[config.mk]
export PLATFORM = sky130hd
export DESIGN_NAME = spi_byte_port
export DESIGN_NICKNAME = d
export VERILOG_FILES = /design/src/rtl/spi_byte_port.sv
export SDC_FILE = /design/constraint.sdc
export NUM_CORES = 1
export LEC_CHECK = 0
export BUFFER_PORTS_ARGS = -buffer_cell sky130_fd_sc_hd__buf_2
export CAP_MARGIN = 20
export CORE_UTILIZATION = 45
export CTS_CLUSTER_SIZE = 14
export DETAILED_ROUTE_END_ITERATION = 6
export PLACE_DENSITY = 0.66
export SYNTH_ARGS = -nofsm -noshare
export SYNTH_HDL_FRONTEND = slang
export SYNTH_SLANG_ARGS = --single-unit
[constraint.sdc]
create_clock -name clk -period 3 [get_ports clk]
set_clock_uncertainty 0.1 [all_clocks]
set_input_delay 0.45 -clock clk [delete_from_list [all_inputs] [get_ports clk]]
set_output_delay 0.45 -clock clk [all_outputs]
set_load 0.02 [all_outputs]
[src/rtl/spi_byte_port.sv]
// SPI mode-0 peripheral front end: oversamples raw SPI pins in the pixel-clock
// domain and converts them into byte-wide receive/transmit strobes.
module spi_byte_port #(
    parameter int   SYNC_STAGES = 2,
    parameter logic IDLE_CIPO   = 1'b1
) (
    input  logic       clk,
    input  logic       reset_i,
    input  logic       spi_sck_i,
    input  logic       spi_copi_i,
    output logic       spi_cipo_o,
    input  logic       spi_cs_i,
    output logic       select_o,
    output logic       receive_strobe_o,
    output logic [7:0] receive_byte_o,
    output logic       transmit_strobe_o,
    input  logic [7:0] transmit_byte_i
);

    logic [SYNC_STAGES-1:0] sck_sync;
    logic [SYNC_STAGES-1:0] copi_sync;
    logic [SYNC_STAGES-1:0] cs_sync;
    logic                   sck_d;
    logic                   cs_d;

    logic       sck_s;
    logic       copi_s;
    logic       cs_s;
    logic       selected;
    logic       sck_rise;
    logic       sck_fall;
    logic       cs_fall;
    logic       byte_done;

    logic [2:0] bit_cnt;
    logic [7:0] rx_shift;
    logic [7:0] tx_shift;
    logic [7:0] receive_byte;
    logic       rx_strobe;
    logic       tx_strobe;

    // Input synchronizers; presets match an idle bus (SCK low, CS deasserted).
    always_ff @(posedge clk) begin
        if (reset_i) begin
            sck_sync  <= '0;
            copi_sync <= '0;
            cs_sync   <= '1;
            sck_d     <= 1'b0;
            cs_d      <= 1'b1;
        end else begin
            sck_sync  <= {sck_sync[SYNC_STAGES-2:0], spi_sck_i};
            copi_sync <= {copi_sync[SYNC_STAGES-2:0], spi_copi_i};
            cs_sync   <= {cs_sync[SYNC_STAGES-2:0], spi_cs_i};
            sck_d     <= sck_sync[SYNC_STAGES-1];
            cs_d      <= cs_sync[SYNC_STAGES-1];
        end
    end

    assign sck_s     = sck_sync[SYNC_STAGES-1];
    assign copi_s    = copi_sync[SYNC_STAGES-1];
    assign cs_s      = cs_sync[SYNC_STAGES-1];
    assign selected  = ~cs_s;
    // A CS rise deselects in the same cycle, so a coincident 8th SCK rise is dropped.
    assign sck_rise  = selected & sck_s & ~sck_d;
    assign sck_fall  = selected & ~sck_s & sck_d;
    assign cs_fall   = ~cs_s & cs_d;
    assign byte_done = sck_rise && (bit_cnt == 3'd7);

    always_ff @(posedge clk) begin
        if (reset_i) begin
            bit_cnt      <= 3'd0;
            rx_shift     <= 8'h00;
            tx_shift     <= 8'h00;
            receive_byte <= 8'h00;
            rx_strobe    <= 1'b0;
            tx_strobe    <= 1'b0;
        end else begin
            rx_strobe <= byte_done;
            tx_strobe <= cs_fall | byte_done;

            if (!selected || cs_fall) begin
                bit_cnt <= 3'd0;
            end else if (sck_rise) begin
                bit_cnt <= bit_cnt + 3'd1;
            end

            if (sck_rise) begin
                rx_shift <= {rx_shift[6:0], copi_s};
            end
            if (byte_done) begin
                receive_byte <= {rx_shift[6:0], copi_s};
            end

            // The fall right after a byte boundary must keep the freshly loaded MSB.
            if (tx_strobe) begin
                tx_shift <= transmit_byte_i;
            end else if (sck_fall && (bit_cnt != 3'd0)) begin
                tx_shift <= {tx_shift[6:0], 1'b0};
            end
        end
    end

    assign select_o          = selected;
    assign receive_strobe_o  = rx_strobe & selected;
    assign transmit_strobe_o = tx_strobe & selected;
    assign receive_byte_o    = receive_byte;
    assign spi_cipo_o        = selected ? tx_shift[7] : IDLE_CIPO;

endmodule

# Word-level counts from Yosys, hierarchy flattened
# Index checks and enable logic that the tools add are counted.
# Widths: inputs -> output; s select.
# totals
ff_bits,36
input_bits,13
out_inout_bits,12
elab_cells,33
# op_classes
addsub,1
n_eq_ne,1
n_mux,3
bitwise_logic,11
reduce_logical,6
# op_table
cell,count
$mux 8,2
$and 1x1->1,7
$add 3x1->3 const B,1
$eq 3x3->1 const B,1
$not 1->1,3
$reduce_bool 3->1,1
$logic_and 1x1->1,2
$reduce_bool 2->1,1
$reduce_or 2->1,1
$logic_or 1x1->1,1
$mux 1,1
$or 1x1->1,1

# Longest topological paths before layout
# Gate-level depths: netlist of run 1.
# depth
ltp_word,6
ltp_mapped,6
mapped_depth_nobuf,5

# Least setup slack after synthesis of run 1
# No wires, ideal clock.
# synth_timing
path_type,register -> output
start,reg tx_strobe
end,out transmit_strobe_o
t_arrival_ps,1030
required_time_ps,2450
path_slack_ps,1420
path_stages_with_launch,5
path_buffers,2
path_cell_list,dfxtp_1 > buf_2 > buf_2 > inv_1 > nor2_1
# synth_via
elab_chain_cells,1
# synth_rtl
element,line_no,source
"start, declared",40,logic tx_strobe;
"start signal, assigned",79,tx_strobe <= cs_fall | byte_done;
$and 1x1->1,105,assign transmit_strobe_o = tx_strobe & selected;
"end, declared",16,"output logic transmit_strobe_o,"
# No other way between the ends.

# Worst setup path after layout of run 1
# Same ends and word-level chain as after synthesis.

==> metrics.md, run 1 <==
| Metric | Value |
|---|---|
| Status | `completed` |
| Synth Flop Type | `dfxtp_1` |
| Setup TNS | `0 ps` |
| N_diodes | `0` |
| PortBufs | `24` |
| Syn avg cell area | `9.77 µm²` |
| Synthesized flop and latch total | `36` |
| RSZ-0062 raised after global routing | `false` |
| Mapped Nets | `169` |
| Clk buf depth | `2` |
| Crit-path max FO | `16` |
| Fin Hold WS | `185 ps` |
| Tcrit/Tclk final | `68.9%` |
| Wirelength, routed | `between 2000 and 3000 µm` |
| Worst Tran Pin Value | `932 ps` |
| Clk pwr share | `between 40% and 50%` |
| DR pass1 iterations | `4` |
| Post-cts sizing count | `0` |
| CTS root buf | `clkbuf_4` |
| Rel. slew slack | `37.6%` |
| # nets final | `187` |
| Fill count | `between 300 and 400` |
| TritonCTS clock tree | `done` |
| Worst min path class | `in2reg` |
| Final hold violations | `0` |
| Die area | `~0.0036 mm²` |
| Most frequent cells in the layout | `36 x dfxtp_1, 24 x buf_2, 17 x nand2_1` |
| CP max-delay cell | `dfxtp_1` |
| Hold Buf Count CTS | `0` |
| Crit path arrival time | `roughly 1500 ps` |
| Post-CTS Setup Repair Bufs | `0` |
| Htree depth | `2` |
| Grt met1 use | `approximately a fifth` |
| # clock sinks | `36` |
| # IOs | `25` |
| ANT nets after route | `0` |
| First-pass GRT wire length | `4420 µm` |
| Starting Density | `48.2%` |
| Initial antenna violation count | `0` |
| CP endpoint kind | `primary output` |
| DR WL/cell | `12.1 µm` |
| Leakage | `0.000646 µW` |
| Met2 Resource Use GR | `approximately 27%` |
| Logic pwr share | `4.1%` |
| # rows | `20` |
| Share of layout cells above drive strength 1 | `between 20% and 30%` |
| Synth unique cells | `26` |
| CTS Buf Count | `5` |
| Pwr dens | `around 540 mW/mm²` |
| Congestion Overflow GR | `0` |
| GRT Overall Usage | `17.1%` |
| GRT busiest layer | `met2` |
| Switching share of total power | `20.5%` |
| Max Clock Freq | `484 MHz` |
| GPL Wtd Cong | `approximately 0.80` |
| Critical Path Max Stage Delay | `750 ps` |
| Switch Pwr | `roughly 190 µW` |
| Width of the chip | `59.6 µm` |
| Synthesized area | `~0.0015 mm²` |
| Yosys warning count | `0` |
| Endpoints failing setup | `0` |
| Placement Setup Slack | `around 1100 ps` |
| Sequential share of the synthesized area | `48.2%` |
| Final-report max-slew violation count | `0` |
| Crit path launch type | `flip-flop` |
| Hpwl dp | `1760 µm` |
| Worst-path clk slew | `100 ps` |
| GR Util met3 | `8.08%` |
| Worst-path cell chain | `inv_1, nor2_1, buf_2` |
| Iteration-0 DRC Markers | `75` |
| Chip Height | `between 50 and 60 µm` |
| Worst vdd ir | `0.220 mV` |
| Largest net degree at the start of global routing | `35` |
| Maxcap violations | `0` |
| Crit path max-delay family | `flip-flops` |
| Via density | `5.10` |
| Drt drc | `0` |
| Vias after detailed routing | `1101` |
| Fin worst setup slack | `933 ps` |
| Crit Path Class | `reg2out` |
| Area delta synth->final | `13.4%` |
| Gate Count Post-Synth | `between 150 and 200` |
| Post-synthesis async set-or-reset flop share | `0%` |
| Vias in the first global route | `978` |
| Core area | `0.00310 mm²` |
| CP bufs+invs | `2` |
| Pint | `724 µW` |
| Number of synthesized flops with an enable pin | `0` |
| Worst skew pair latency | `350 ps` |
| Post-layout minimum cycle time | `2070 ps` |
| Most common cell after layout, fill and taps aside | `dfxtp_1` |
| Critical Path RT | `~2500 ps` |
| Sequential share of power | `54.4%` |
[sequential cells by signal (all words and copies together), names as in the netlist]
name            count
sck_sync            2
copi_sync           2
bit_cnt             3
tx_shift            8
cs_sync             2
rx_shift            7
sck_d               1
receive_byte_o      8
cs_d                1
rx_strobe           1
tx_strobe           1
[synthesized netlist by cell type (all sizes together), types with 2 or more instances]
cell	n	area (µm²)
a21oi	9	45.0
a221oi	7	105
a41oi	7	61.3
buf	10	58.8
clkbuf	3	11.3
dfxtp	36	721
ha	3	37.5
inv	12	45.0
mux2i	9	90.1
nand2	17	63.8
nand2b	2	12.5
nor2	13	56.3
nor2b	7	43.8
o31ai	7	52.6
or2	4	25.0
[worst register-to-register path: stages (launching register included)]
cell and delay, ps:
dfxtp_1 510, nor3b_2 850, mux2i_1 280, nor2_1 50
[per-stage QoR]
step,instance area [µm²],std cells,power [µW],util [%]
final,1700,216,911,54.6
after global routing,1700,216,944,54.6
after CTS,1700,216,920,54.6
after detailed placement,1600,208,544,51.6
after global placement,1600,208,543,51.6
after floorplan,1500,153,532,-
[final cells by class]
cell class                      instances  area, µm²  share of cell area, %
Clock buffer                            7       65.1                   3.84
Inverter                               12       45.0                   2.66
Tap cell                               44       55.1                   3.25
Clock inverter                          1       30.0                   1.77
Multi-Input combinational cell         92        659                   38.9
Timing Repair Buffer                   24        120                   7.08
Sequential cell                        36        721                   42.5
[final timing paths]
path / start / slack, ps / cells past startpoint / to
setup / recovery: tx_strobe$_SDFF_PP0_ / 930 / 3 / transmit_strobe_o
hold / removal: spi_cs_i / 190 / 2 / cs_sync[0]$_SDFF_PP1_
setup reg to reg: cs_sync[1]$_SDFF_PP1_ / 1090 / 3 / rx_shift[6]$_SDFFE_PP0P_
hold reg to reg: cs_sync[0]$_SDFF_PP1_ / 310 / 1 / cs_sync[1]$_SDFF_PP1_
[logic make-up after synthesis]
kind of cell / Yosys count / synth area share, %
and+or+nand+nor: 47 / 16.3
DFF: 36 / 48.2
AOI/OAI and AO/OA: 32 / 18.7
buffers and inverters: 25 / 7.70
muxes: 9 / 6.03
adders and majority gates: 3 / 2.51
xor gates and xnor gates: 1 / 0.586
[power groups by stage]
stage,Combinational (µW),Clock (µW),Sequential (µW)
final,37.1,379,495
after CTS,37.5,388,495
after floorplan,31.9,0,500
after global routing,41.1,406,497
after detailed placement,37.5,0,506
after global placement,36.6,0,506
[metal layers]
| layer | wire, µm | vias to the layer above |
|---|---|---|
| met5 | 0 | - |
| met4 | 49 | 0 |
| met3 | 155 | 6 |
| met2 | 1200 | 25 |
| met1 | 1210 | 508 |
| li1 | - | 562 |
(Power assumes the default switching activity.)
==> run 2, diff against run 1 <==
Settings changed: PLACE_DENSITY 0.66 to 0.69.
Clock period 3 ns to 1.75 ns, I/O delays scaled along.
==> metrics.md, run 2 (synthesis results as in run 1) <==
| Metric | Value |
|---|---|
| Status | `completed` |
| Crit path arrival time | `1250 ps` |
| Area delta synth->final | `14.5%` |
| Crit path launch type | `flip-flop` |
| Width of the chip | `roughly 60 µm` |
| Fill count | `307` |
| Share of layout cells above drive strength 1 | `26.4%` |
| Placement Setup Slack | `between 150 and 200 ps` |
| PortBufs | `24` |
| Tcrit/Tclk final | `92.2%` |
| N_diodes | `0` |
| Htree depth | `2` |
| # rows | `20` |
| Most common cell after layout, fill and taps aside | `dfxtp_1` |
| Drt drc | `0` |
| RSZ-0062 raised after global routing | `false` |
| Dpl cell area | `0.00164 mm²` |
| Fin area | `0.00171 mm²` |
| Maxcap violations | `0` |
| Most frequent cells in the layout | `35 x dfxtp_1, 24 x buf_2, 17 x nand2_1` |
| Die area | `0.00356 mm²` |
| Wirelength, routed | `2700 µm` |
| CTS Buf Count | `5` |
| GPL Wtd Cong | `0.809` |
| Via density | `around 5.2` |
| Starting Density | `48.2%` |
| Leakage | `0.000654 µW` |
| Post-layout minimum cycle time | `about 1600 ps` |
| Critical Path RT | `between 1000 and 1500 ps` |
| DR WL/cell | `12.2 µm` |
| Worst min path class | `in2reg` |
| Largest net degree at the start of global routing | `24` |
| Vias in the first global route | `1046` |
| Rel. slew slack | `70.7%` |
| Final-report max-slew violation count | `0` |
| ANT nets after route | `0` |
| Initial antenna violation count | `0` |
| Chip Height | `just under 60 µm` |
| Reg2reg path depth | `5` |
| Fin worst setup slack | `~140 ps` |
| Worst vdd ir | `about 0.62 mV` |
| GRT Overall Usage | `17.3%` |
| Crit-path max FO | `12` |
| Pwr dens | `810 mW/mm²` |
| Iteration-0 DRC Markers | `66` |
| TritonCTS clock tree | `done` |
| Fin Hold WS | `35.8 ps` |
| Clk buf depth | `2` |
| Hold Crit Depth | `2` |
| Core area | `0.00310 mm²` |
| # clock sinks | `36` |
| Vias after detailed routing | `1150` |
| Endpoints failing setup | `0` |
| Setup TNS | `0 ps` |
| Congestion Overflow GR | `0` |
| Hpwl dp | `1900 µm` |
| Crit Path Class | `reg2out` |
| CTS root buf | `clkbuf_4` |
| First-pass GRT wire length | `between 4000 and 5000 µm` |
| Worst Tran Pin Value | `roughly 440 ps` |
| DR pass1 iterations | `4` |
| Worst skew pair latency | `330 ps` |
| Worst-path clk slew | `100 ps` |
| CP endpoint kind | `primary output` |
| Final hold violations | `0` |
| Max Clock Freq | `620 MHz` |
| # IOs | `25` |
| # nets final | `193` |
==> run 2: cell count changes in the layout (fill, tap and decap cells not counted), sizes merged <==
cell / change
buf: +5
bufinv: -1
clkinvlp: +1
dlygate4sd3: +1
==> run 2: repair_timing <==
action                                  in CTS  in global routing
buffers inserted                             0                  0
endpoints found under the hold margin        1                  0
hold buffers                                 1                  0
endpoints found under the setup margin       0                  1
gates resized for setup                      0                  1
==> run 2: where the power goes <==
group          total [µW]  leakage, µW  internal, µW  switching, µW
combinational        75.8     0.000331          34.2           41.6
clock                 466    0.0000315           197            270
sequential            844     0.000292           834           10.7
total                1390     0.000654          1060            322
==> run 2: critical path: stages, from the launching register on <==
cell	delay, ps
dfxtp_2	380
buf_4	180
or2_1	200
buf_2	160
==> run 2: final cells by class <==
cell class	count	area, µm²	share of cell area [%]
Clock inverter	1	7.51	0.439
Sequential cell	36	722	42.2
Multi-Input combinational cell	92	659	38.5
Clock buffer	7	55.1	3.22
Inverter	12	45.0	2.63
Tap cell	44	55.1	3.22
Timing Repair Buffer	30	168	9.80
==> run 2: stage by stage <==
stage / util (%) / cells / power [µW]
3_5_place_dp: 52.8 / 213 / 937
3_3_place_gp: 52.8 / 213 / 935
4_1_cts: 55.1 / 222 / 1400
5_1_grt: 55.2 / 222 / 1450
6_report: 55.2 / 222 / 1390
2_1_floorplan: - / 153 / 912
==> run 2: final timing paths <==
check / startpoint / endpoint / slack, ps
worst max-delay path: cs_sync[1]$_SDFF_PP1_ / spi_cipo_o / 140
worst min-delay path: spi_sck_i / sck_sync[0]$_SDFF_PP0_ / 40
worst max register to register: bit_cnt[0]$_SDFFE_PP0P_ / receive_byte_o[7]$_SDFFE_PP0P_ / 150
worst min register to register: cs_sync[0]$_SDFF_PP1_ / cs_sync[1]$_SDFF_PP1_ / 320
==> run 2: layer usage <==
| layer | global-route usage (%) | part of all wire, % | vias up |
|---|---|---|---|
| met5 | 0 | 0 | - |
| met4 | 7.31 | 1.7 | 0 |
| met3 | 7.21 | 4.7 | 6 |
| met2 | 28.7 | 49 | 28 |
| met1 | 19.5 | 44 | 542 |
| li1 | - | - | 574 |
